[config.mk]
export PLATFORM = sky130hd
export DESIGN_NAME = sht40_convert_flat
export DESIGN_NICKNAME = d
export VERILOG_FILES = /design/src/rtl/sht40_pkg.sv /design/src/rtl/sht40_convert_if.sv /design/src/rtl/seq_mult16.sv /design/src/rtl/sht40_convert.sv /design/src/flat_wrapper.sv
export SDC_FILE = /design/constraint.sdc
export NUM_CORES = 1
export LEC_CHECK = 0
export ABC_AREA = 1
export CAP_MARGIN = 20
export CORE_MARGIN = 3
export CORE_UTILIZATION = 54
export DETAILED_ROUTE_END_ITERATION = 16
export MAX_ROUTING_LAYER = met4
export PLACE_DENSITY = 0.77
export SKIP_LAST_GASP = 1
export SLEW_MARGIN = 30
export SYNTH_ARGS = -nofsm -noshare
export SYNTH_HDL_FRONTEND = slang
export SYNTH_HIERARCHICAL = 1
export SYNTH_SLANG_ARGS = --single-unit
export TNS_END_PERCENT = 30
[constraint.sdc]
create_clock -name clk -period 2.47 [get_ports clk]
set_clock_uncertainty 0.1 [all_clocks]
set_input_delay 0.494 -clock clk [delete_from_list [all_inputs] [get_ports clk]]
set_output_delay 0.494 -clock clk [all_outputs]
set_load 0.01 [all_outputs]
[src/rtl/sht40_pkg.sv]
// rtl/sht40_pkg.sv - shared types, default constants and rounding helper for sht40_convert
package sht40_pkg;

    typedef enum logic [1:0] {
        IDLE   = 2'd0,
        MUL_T  = 2'd1,
        MUL_RH = 2'd2,
        FINISH = 2'd3
    } state_t;

    localparam int T_SCALE_DEF   = 17500;
    localparam int T_OFFSET_DEF  = -4500;
    localparam int RH_SCALE_DEF  = 12500;
    localparam int RH_OFFSET_DEF = -600;
    localparam int RH_MAX_DEF    = 10000;

    localparam int ROUND_CONST = 32768;
    localparam int RAW_W       = 16;
    localparam int PROD_W      = 32;
    localparam int CALC_W      = 18;
    localparam int OUT_W       = 16;
    localparam int ERR_W       = 8;

    // Round-to-nearest of a 16.16 product down to its integer part.
    function automatic logic [16:0] round_hi(input logic [31:0] p);
        logic [32:0] s;
        s = {1'b0, p} + 33'(ROUND_CONST);
        return s[32:16];
    endfunction

endpackage

[src/rtl/sht40_convert_if.sv]
// rtl/sht40_convert_if.sv - raw-word input and converted-result output bundle
interface sht40_convert_if;
    logic [15:0] Temperature_Raw;
    logic        Temp_Ready;
    logic [15:0] Humidity_Raw;
    logic        RH_Ready;
    logic        CRC_Error;
    logic [15:0] Temp_Centi_C;
    logic [15:0] RH_Centi_Pct;
    logic        Result_Valid;
    logic        Busy;
    logic [7:0]  Error_Count;

    modport master (
        output Temperature_Raw, Temp_Ready, Humidity_Raw, RH_Ready, CRC_Error,
        input  Temp_Centi_C, RH_Centi_Pct, Result_Valid, Busy, Error_Count
    );

    modport slave (
        input  Temperature_Raw, Temp_Ready, Humidity_Raw, RH_Ready, CRC_Error,
        output Temp_Centi_C, RH_Centi_Pct, Result_Valid, Busy, Error_Count
    );
endinterface

[src/rtl/seq_mult16.sv]
// rtl/seq_mult16.sv - unsigned 16x16 shift-add multiplier, one partial product per cycle
module seq_mult16 (
    input  logic        clk,
    input  logic        rst_n,
    input  logic        start,
    input  logic [15:0] a,
    input  logic [15:0] b,
    output logic        busy,
    output logic        done,
    output logic [31:0] product
);
    logic [31:0] mcand;
    logic [31:0] acc;
    logic [15:0] mplier;
    logic [3:0]  cnt;

    // product is the accumulator after the current step; valid as a result only while done is high,
    // which lets the caller capture it and restart on the same edge
    always_comb begin
        product = acc + (mplier[0] ? mcand : 32'd0);
        done    = busy && (cnt == 4'd15);
    end

    // Load on start, then add one shifted partial product per cycle for 16 cycles
    always_ff @(posedge clk or negedge rst_n) begin
        if (!rst_n) begin
            mcand  <= '0;
            acc    <= '0;
            mplier <= '0;
            cnt    <= '0;
            busy   <= 1'b0;
        end else if (start) begin
            mcand  <= {16'd0, a};
            mplier <= b;
            acc    <= '0;
            cnt    <= '0;
            busy   <= 1'b1;
        end else if (busy) begin
            acc    <= product;
            mcand  <= mcand << 1;
            mplier <= mplier >> 1;
            cnt    <= cnt + 4'd1;
            if (cnt == 4'd15) busy <= 1'b0;
        end
    end
endmodule

[src/rtl/sht40_convert.sv]
// rtl/sht40_convert.sv - raw SHT40 words to clamped centi-unit temperature and humidity
module sht40_convert
    import sht40_pkg::*;
#(
    parameter int T_SCALE   = T_SCALE_DEF,
    parameter int T_OFFSET  = T_OFFSET_DEF,
    parameter int RH_SCALE  = RH_SCALE_DEF,
    parameter int RH_OFFSET = RH_OFFSET_DEF,
    parameter int RH_MAX    = RH_MAX_DEF
) (
    input  logic clk,
    input  logic rst_n,
    sht40_convert_if.slave bus
);
    state_t state, state_next;

    logic              t_rdy_q, rh_rdy_q, t_rise, rh_rise, crc_drop;
    logic              pend_t, pend_rh;
    logic [RAW_W-1:0]  pend_t_word, pend_rh_word, work_rh;
    logic [PROD_W-1:0] p_t, p_rh;
    logic              take, mult_start, cap_t, cap_rh, finish;
    logic [RAW_W-1:0]  mult_a, mult_b;
    logic              mult_busy, mult_done;
    logic [PROD_W-1:0] mult_product;
    logic signed [CALC_W-1:0] t_val, rh_val;
    logic [OUT_W-1:0]  rh_clamped, temp_q, rh_q;
    logic              valid_q, busy_q;
    logic [ERR_W-1:0]  err_q;

    assign bus.Temp_Centi_C = temp_q;
    assign bus.RH_Centi_Pct = rh_q;
    assign bus.Result_Valid = valid_q;
    assign bus.Busy         = busy_q;
    assign bus.Error_Count  = err_q;

    // Rising-edge detection of both ready strobes; CRC on either edge drops the whole frame
    always_comb begin
        t_rise   = bus.Temp_Ready & ~t_rdy_q;
        rh_rise  = bus.RH_Ready & ~rh_rdy_q;
        crc_drop = (t_rise | rh_rise) & bus.CRC_Error;
    end

    // Pending capture: a new edge sets (and overwrites) its channel, taking the pair clears both
    always_ff @(posedge clk or negedge rst_n) begin
        if (!rst_n) begin
            t_rdy_q      <= 1'b0;
            rh_rdy_q     <= 1'b0;
            pend_t       <= 1'b0;
            pend_rh      <= 1'b0;
            pend_t_word  <= '0;
            pend_rh_word <= '0;
            err_q        <= '0;
        end else begin
            t_rdy_q  <= bus.Temp_Ready;
            rh_rdy_q <= bus.RH_Ready;
            if (crc_drop) begin
                pend_t  <= 1'b0;
                pend_rh <= 1'b0;
                if (err_q != 8'hFF) err_q <= err_q + 8'd1;
            end else begin
                if (take) begin
                    pend_t  <= 1'b0;
                    pend_rh <= 1'b0;
                end
                if (t_rise) begin
                    pend_t      <= 1'b1;
                    pend_t_word <= bus.Temperature_Raw;
                end
                if (rh_rise) begin
                    pend_rh      <= 1'b1;
                    pend_rh_word <= bus.Humidity_Raw;
                end
            end
        end
    end

    seq_mult16 u_mult (
        .clk     (clk),
        .rst_n   (rst_n),
        .start   (mult_start),
        .a       (mult_a),
        .b       (mult_b),
        .busy    (mult_busy),
        .done    (mult_done),
        .product (mult_product)
    );

    // FSM state register
    always_ff @(posedge clk or negedge rst_n) begin
        if (!rst_n) state <= IDLE;
        else        state <= state_next;
    end

    // Next state and multiplier sequencing; the RH multiply starts on the edge the T product is taken
    always_comb begin
        state_next = state;
        take       = 1'b0;
        mult_start = 1'b0;
        mult_a     = pend_t_word;
        mult_b     = 16'(T_SCALE);
        cap_t      = 1'b0;
        cap_rh     = 1'b0;
        finish     = 1'b0;
        unique case (state)
            IDLE: begin
                if (pend_t && pend_rh && !mult_busy) begin
                    take       = 1'b1;
                    mult_start = 1'b1;
                    state_next = MUL_T;
                end
            end
            MUL_T: begin
                mult_a = work_rh;
                mult_b = 16'(RH_SCALE);
                if (mult_done) begin
                    cap_t      = 1'b1;
                    mult_start = 1'b1;
                    state_next = MUL_RH;
                end
            end
            MUL_RH: begin
                if (mult_done) begin
                    cap_rh     = 1'b1;
                    state_next = FINISH;
                end
            end
            FINISH: begin
                finish     = 1'b1;
                state_next = IDLE;
            end
            default: state_next = IDLE;
        endcase
    end

    // Rounding, offset and humidity clamp; temperature range needs no clamp
    always_comb begin
        t_val  = $signed({1'b0, round_hi(p_t)}) + $signed(18'(T_OFFSET));
        rh_val = $signed({1'b0, round_hi(p_rh)}) + $signed(18'(RH_OFFSET));
        if (rh_val < 0)                             rh_clamped = '0;
        else if (rh_val > $signed(18'(RH_MAX)))     rh_clamped = 16'(RH_MAX);
        else                                        rh_clamped = 16'(rh_val);
    end

    // Working registers, products and the result outputs
    always_ff @(posedge clk or negedge rst_n) begin
        if (!rst_n) begin
            work_rh <= '0;
            p_t     <= '0;
            p_rh    <= '0;
            temp_q  <= '0;
            rh_q    <= '0;
            valid_q <= 1'b0;
            busy_q  <= 1'b0;
        end else begin
            valid_q <= 1'b0;
            if (take) begin
                work_rh <= pend_rh_word;
                busy_q  <= 1'b1;
            end
            if (cap_t)  p_t  <= mult_product;
            if (cap_rh) p_rh <= mult_product;
            if (finish) begin
                temp_q  <= 16'(t_val);
                rh_q    <= rh_clamped;
                valid_q <= 1'b1;
                busy_q  <= 1'b0;
            end
        end
    end
endmodule

[src/flat_wrapper.sv]
// flat-port wrapper written by rule: the top's interface ports become plain ports
module sht40_convert_flat import sht40_pkg::*;
#(
    parameter int T_SCALE   = T_SCALE_DEF,
    parameter int T_OFFSET  = T_OFFSET_DEF,
    parameter int RH_SCALE  = RH_SCALE_DEF,
    parameter int RH_OFFSET = RH_OFFSET_DEF,
    parameter int RH_MAX    = RH_MAX_DEF
)
  (clk, rst_n, bus_Temperature_Raw, bus_Temp_Ready, bus_Humidity_Raw, bus_RH_Ready, bus_CRC_Error, bus_Temp_Centi_C, bus_RH_Centi_Pct, bus_Result_Valid, bus_Busy, bus_Error_Count);
  sht40_convert_if bus_i ();
  input  logic clk;
  input  logic rst_n;
  input wire logic [$bits(bus_i.Temperature_Raw)-1:0] bus_Temperature_Raw;
  input wire logic [$bits(bus_i.Temp_Ready)-1:0] bus_Temp_Ready;
  input wire logic [$bits(bus_i.Humidity_Raw)-1:0] bus_Humidity_Raw;
  input wire logic [$bits(bus_i.RH_Ready)-1:0] bus_RH_Ready;
  input wire logic [$bits(bus_i.CRC_Error)-1:0] bus_CRC_Error;
  output wire logic [$bits(bus_i.Temp_Centi_C)-1:0] bus_Temp_Centi_C;
  output wire logic [$bits(bus_i.RH_Centi_Pct)-1:0] bus_RH_Centi_Pct;
  output wire logic [$bits(bus_i.Result_Valid)-1:0] bus_Result_Valid;
  output wire logic [$bits(bus_i.Busy)-1:0] bus_Busy;
  output wire logic [$bits(bus_i.Error_Count)-1:0] bus_Error_Count;
  assign bus_i.Temperature_Raw = bus_Temperature_Raw;
  assign bus_i.Temp_Ready = bus_Temp_Ready;
  assign bus_i.Humidity_Raw = bus_Humidity_Raw;
  assign bus_i.RH_Ready = bus_RH_Ready;
  assign bus_i.CRC_Error = bus_CRC_Error;
  assign bus_Temp_Centi_C = bus_i.Temp_Centi_C;
  assign bus_RH_Centi_Pct = bus_i.RH_Centi_Pct;
  assign bus_Result_Valid = bus_i.Result_Valid;
  assign bus_Busy = bus_i.Busy;
  assign bus_Error_Count = bus_i.Error_Count;
  sht40_convert #(.T_SCALE(T_SCALE), .T_OFFSET(T_OFFSET), .RH_SCALE(RH_SCALE), .RH_OFFSET(RH_OFFSET), .RH_MAX(RH_MAX)) u_core (.clk(clk), .rst_n(rst_n), .bus(bus_i));
endmodule
==> flow_metrics.py <==
metrics = {
    "outcome": {
        "status": "complete, but fails checks",
        "failed_checks": "negative setup slack",
    },
    "cells_and_area": {
        "finalInstanceArea_um2": 15900,
        "multi_input_area_um2": 6680,
        "final_layout_size_suffix_gt1_share_pct": 19.5,
        "regArea_um2": 5390,
        "syn_to_final_growth_pct": 27.1,
        "fill_cells": 1794,
        "antennaDiodeCount": 0,
        "layout.nets": 1946,
    },
    "worst_setup_path": {
        "r2r-start": "u_core/u_mult/mplier[0]",
        "critical_path_class": "flip-flop to flip-flop",
        "path_max_fanout": 4,
        "ff2ff_path_depth": 13,
        "ff2ff_setup_slack_ns": -0.04,
        "cp.required_ns": 2.80,
        "worstPathArrival_ns": 2.84,
        "critPathLaunchType": "flip-flop",
        "worstSetupEndpointType": "flip-flop",
        "reg2reg_to": "u_core/p_rh[19]",
    },
    "routing": {
        "vias": 11300,
        "dr.first_iter.drc_count": 826,
        "wl_um": 32400,
        "post-route-drc-count": 0,
        "post_drt_wl_per_cell_um": 15.0,
        "viasPerCell": 5.23,
        "dr.pass1.iters": 8,
        "drtAntennaViolNets": 0,
    },
    "placed_design": {
        "gp_routability_congestion": 0.967,
        "post_dp_cell_area_um2": 14500,
        "hpwl_um": 22900,
        "io_buffers": 78,
    },
    "global_routing": {
        "grt_max_degree": 75,
        "grt_pass1_wl_um": 50700,
        "gr-total-overflow": 0,
        "antenna_found_initial": 0,
        "grtUsageTotal_pct": 25.5,
        "grt_pass1_vias": 10800,
    },
    "synth": {
        "synth_warnings": 6,
        "synth_area_per_cell_um2": 7.49,
        "syn_area_um2": 12500,
        "netlist_instances": 1672,
    },
    "cts": {
        "cts-htree-levels": 1,
        "cts_made_buffers": 24,
        "root_buffer": "clkbuf_16",
        "clk_pin_slew_ns": 0.06,
        "cts_tree": "yes",
        "cts_buffer_depth": 3,
        "cts.sinks": 215,
        "clk_latency_ns": 0.53,
    },
    "timing": {
        "timing.hold.ws_ns": 0.364,
        "max_freq_mhz": 398,
        "hold_viol": 0,
        "fin_crit_sh_pct": 102,
        "worst_pin_slew_ns": 0.608,
        "rsz0062_at_grt": "yes",
        "finalCriticalPeriod_ns": 2.51,
        "finalMaxSlewViolations": 0,
        "setup_viol": 10,
        "maxSlewHeadroom_pct": 59.5,
        "fin_ws_ns": -0.0423,
    },
    "pwr": {
        "p_comb_share_pct": 39.8,
        "leakage_uw": 0.00833,
        "p_sw_uw": 5290,
        "ir_drop_v": 0.000715,
        "power_frac_seq_pct": 35.7,
        "pwr-share-clk_pct": 24.5,
        "power_density_nw_per_um2": 913,
        "p_total_uw": 14500,
        "swShare_pct": 36.4,
        "p_int_uw": 9250,
    },
    "floorplan": {
        "core_um2": 22700,
        "io_pins": 79,
        "initial_core_util_pct": 55.2,
        "fp.dieArea_um2": 25100,
        "die_w_um": 158,
        "die_h_um": 158,
        "row_count": 55,
    },
    "min_path": {
        "min_delay_path_depth": 1,
        "hp-start": "bus_Temp_Ready",
        "min_path_type": "input pin to flip-flop",
        "hold_end": "u_core/t_rdy_q",
    },
    "job": {
        "drv_cap": 0,
    },
}
-- power groups by stage --
stage | combinational, µW | sequential [µW] | clock [µW]
floorplan | 3040 | 5080 | 0
global placement | 5120 | 5130 | 0
detailed placement | 5270 | 5140 | 0
CTS | 5520 | 5140 | 3630
global route | 6370 | 5290 | 3770
finish | 5790 | 5190 | 3560
-- area by class of cell --
class	count	share of cell area (%)
clock buffer	32	4.27
clock inverter	7	0.636
inverter	250	5.89
multi-input combinational	1174	41.9
sequential	215	33.8
tap	285	2.24
timing repair buffer	202	11.2
-- per-layer routing --
layer	share of wire [%]	up-vias	GRT usage [%]
met2	50	334	44.5
met1	41	5324	30.6
li1	-	5581	-
met4	4.1	0	9.30
met5	0	-	-
met3	4.6	85	2.99
-- cell usage in the layout (no fill, tap or decap), types with 7 or more instances in the layout --
cell	instances
dfrtp_1	210
conb_1	10
nor3_1	9
ha_4	28
clkbuf_16	24
o21ai_0	48
and2_1	15
a21oi_2	9
ha_1	12
clkdlybuf4s50_1	77
xor2_2	7
o22ai_1	24
nand2_4	10
nand2_1	603
nand3_2	10
inv_1	229
buf_4	117
xor2_1	27
a22oi_1	7
mux2_2	32
nand2_2	41
nand3b_1	9
a21oi_1	28
xnor2_1	11
o21ai_1	19
inv_2	19
nand3_1	73
o211ai_1	11
nor2_4	11
nor2_2	18
nor2_1	64
-- worst max-delay path, cell delays in order (launching register included) --
cell and delay [ns]:
dfrtp_2 0.44, buf_4 0.16, nand2_1 0.06, inv_1 0.08
ha_1 0.29, nand2_1 0.08, a21oi_2 0.26, nand3_1 0.12
nand3_1 0.14, nand2_1 0.11, nand3b_1 0.12, and2_1 0.20
inv_2 0.08, o21ai_0 0.17
-- timing repair --
action / in CTS / in global routing
endpoints found under the hold margin: 69 / 0
pin swaps: 7 / 30
hold buffers: 1 / 0
setup buffers: 5 / 6
gates resized for setup: 38 / 91
endpoints found under the setup margin: 49 / 59
-- through the flow --
stage / setup WS, ns / TNS (ns) / util, % / instances
detailed placement: -0.161 / -2.48 / 63.7 / 2115
floorplan: 0.0682 / 0 / - / 1680
CTS: -0.0611 / -0.507 / 68.4 / 2160
global placement: -0.121 / -1.16 / 63.7 / 2115
global route: -0.181 / -5.04 / 70.1 / 2165
finish: -0.0423 / -0.188 / 70.1 / 2165
-- sequential cells by signal, indices dropped and copies added (netlist names), 2 cells and up --
| name | flops |
|---|---|
| u_core/pend_rh_word | 16 |
| u_core/u_mult/cnt | 4 |
| u_core/u_mult/acc | 32 |
| u_core/u_mult/mplier | 16 |
| u_core/work_rh | 16 |
| u_core/p_rh | 17 |
| u_core/bus.Temp_Centi_C | 16 |
| u_core/p_t | 17 |
| u_core/pend_t_word | 16 |
| u_core/bus.RH_Centi_Pct | 16 |
| u_core/bus.Error_Count | 8 |
| u_core/u_mult/mcand | 32 |
| u_core/state | 2 |
-- worst max-delay path by stage --
stage / from / end / cells after the start
3_5_place_dp: u_core/u_mult/mplier[0] / u_core/p_t[24] / 16
2_1_floorplan: u_core/p_rh[17] / u_core/bus.RH_Centi_Pct[10] / 21
5_1_grt: u_core/p_rh[16] / u_core/bus.RH_Centi_Pct[10] / 21
6_report: u_core/u_mult/mplier[0] / u_core/p_rh[19] / 13
4_1_cts: u_core/p_rh[16] / u_core/bus.RH_Centi_Pct[12] / 20
3_3_place_gp: u_core/u_mult/mplier[0] / u_core/p_t[24] / 16
Power figures use the tool's default switching activity.
==> RTL change (same flow settings) <==
Set the package constant `RH_MAX_DEF` to 8192 (it was 10000).
--- a/src/rtl/sht40_pkg.sv
+++ b/src/rtl/sht40_pkg.sv
@@ -12,7 +12,7 @@
     localparam int T_OFFSET_DEF  = -4500;
     localparam int RH_SCALE_DEF  = 12500;
     localparam int RH_OFFSET_DEF = -600;
-    localparam int RH_MAX_DEF    = 10000;
+    localparam int RH_MAX_DEF    = 8192;
 
     localparam int ROUND_CONST = 32768;
     localparam int RAW_W       = 16;
Check against the original RTL: no difference found for any inputs over 10 cycles, from zero or initial values and one cycle with rst_n low; that may be too few to reach the edited logic, so the function may still have changed.
==> RTL change against the unedited design <==
  * The flow still finishes with violations (setup timing)
  * Power grew 14%
  * Core utilization grew 2.0 points
  * Worst setup slack worse by 0.052 ns
  * Area after synthesis grew 0.79%
  * Wire length rose by 3.9%
  * Sequential cell count did not move
  * Die area is 0.76% higher
  * Final area rose by 3.2%
  * Largest cell class unchanged
  * Largest power group unchanged
  * Highest routed layer unchanged
==> RTL change: results (changes against the unedited design) <==
| Metric | Value |
|---|---|
| Status | complete, but fails checks |
| Failing checks | setup timing |
| Layout cells sized above 1 | 0.2577 (+0.06245) |
| Htree depth | 1 (unchanged) |
| Largest net degree at the start of global routing | 49 (-35%) |
| Worst Tran Pin Value | 0.7093 ns (+0.1011 ns) |
| Final worst slack | -0.09452 ns (-0.05225 ns) |
| Pre-Repair DR Iteration Count | 7 (-1) |
| Number of max-cap violations | 0 (unchanged) |
| CTS root buf | clkbuf_16 |
| Vias in the first global route | 11220 (+3.9%) |
| Setup WS pre-CTS | -0.07720 ns (+0.08422 ns) |
| WL per Instance | 15.49 um (+3.5%) |
| Crit path DAT | 2.87 ns (+0.03 ns) |
| Reg clk slew, reported paths | 0.06 ns (about the same) |
| Longest Clk Path Bufs | 3 (unchanged) |
| Worst skew pair latency | 0.54 ns |
| Die X | 158.9 um (+0.38%) |
| Fillers | 1687 (-6.0%) |
| Final nets | 1924 (-1.1%) |
| Hold/Removal Path Class | in2reg |
| Via Count | 11532 (+1.8%) |
| Biggest regs | u_core/u_mult/acc: 32 flops, u_core/u_mult/mcand: 32 flops |
| Num CTS Buffers | 24 (unchanged) |
| Final hold vios | 0 (unchanged) |
| Ant. Diodes | 0 (unchanged) |
| HPWL after DPL | 22.95 mm (+0.32%) |
| Setup violators final | 11 (+1) |
| DRT iter0 DRCs | 961 (+16%) |
| Ys Warns | 6 (unchanged) |
| First-pass GRT wire length | 52.85 mm (+4.3%) |
| Critical path fanouts, max | 7 (+3) |
| GPL Wtd Cong | 1.009 (+4.4%) |
| # port buffers | 78 (unchanged) |
| Leak Pwr | 8.518 nW (+2.2%) |
| Peak supply drop | 0.0006598 V (-7.7%) |
| Fin Setup TNS | -0.4857 ns (-0.2978 ns) |
| Crit-path max cell delay | 0.52 ns (+0.08 ns) |
| Gr usage total | 0.2563 (+0.001185) |
| Max stage delay cell, worst path | dfrtp_2 |
| Initial antenna violation count | 0 (unchanged) |
-- RTL change: metal layers --
metal,vias up,routed length (um),global-route usage
li1,5555,-,-
met1,5505,13470,0.3045
met2,365,17070,0.4485
met3,107,1583,0.03105
met4,0,1530,0.09710
met5,-,0,-
-- RTL change: power by group --
group          internal, mW  switching (mW)  total [mW]
clock                  2.10            1.48        3.57
combinational          3.26            4.24        7.49
sequential             4.60           0.930        5.53
total                  9.95            6.64        16.6
-- RTL change: timing repair --
item,CTS,global route
endpoints found under the hold margin,36,0
endpoints found under the setup margin,41,75
resized for setup,40,249
setup buffers,3,12
pin swaps,6,66
hold buffers,1,0
gates cloned,0,4
-- RTL change: area by class of cell --
cell class	instances	area [um2]	area share
Clock buffer	30	653.1	0.03975
Sequential cell	215	5385	0.3277
Tap cell	313	391.6	0.02383
Clock inverter	10	140.1	0.008528
Inverter	256	963.4	0.05863
Multi-Input combinational cell	1158	7144	0.4348
Timing Repair Buffer	190	1754	0.1068
-- RTL change: worst paths after layout --
kind | startpoint | end | slack, ns | cells past startpoint
worst max-delay path | u_core/u_mult/mplier[0] | u_core/p_t[24] | -0.09 | 15
worst max register to register | u_core/u_mult/mplier[0] | u_core/p_t[24] | -0.09 | 15
max in group asynchronous | rst_n | u_core/pend_rh_word[2] | 1.29 | 3
worst min-delay path | bus_RH_Ready | u_core/rh_rdy_q | 0.33 | 1
worst min register to register | u_core/bus.Temp_Centi_C[0] | u_core/bus.Temp_Centi_C[0] | 0.37 | 2
min in group asynchronous | rst_n | u_core/u_mult/acc[14] | 0.35 | 2
-- RTL change: through the flow --
stage,util,std cells,cell area (um2)
detailed placement,0.6319,2112,14390
finish,0.7214,2172,16430
global route,0.7214,2172,16430
global placement,0.6319,2112,14390
CTS,0.6782,2156,15450
floorplan,-,1674,12660
-- RTL change: critical path: cells and delay by family (launching register included) --
kind	cells	cell delay, ns
flops	1	0.52
simple gates	8	0.88
buf+inv	4	0.42
fa+ha+maj	1	0.22
compound gates	2	0.27
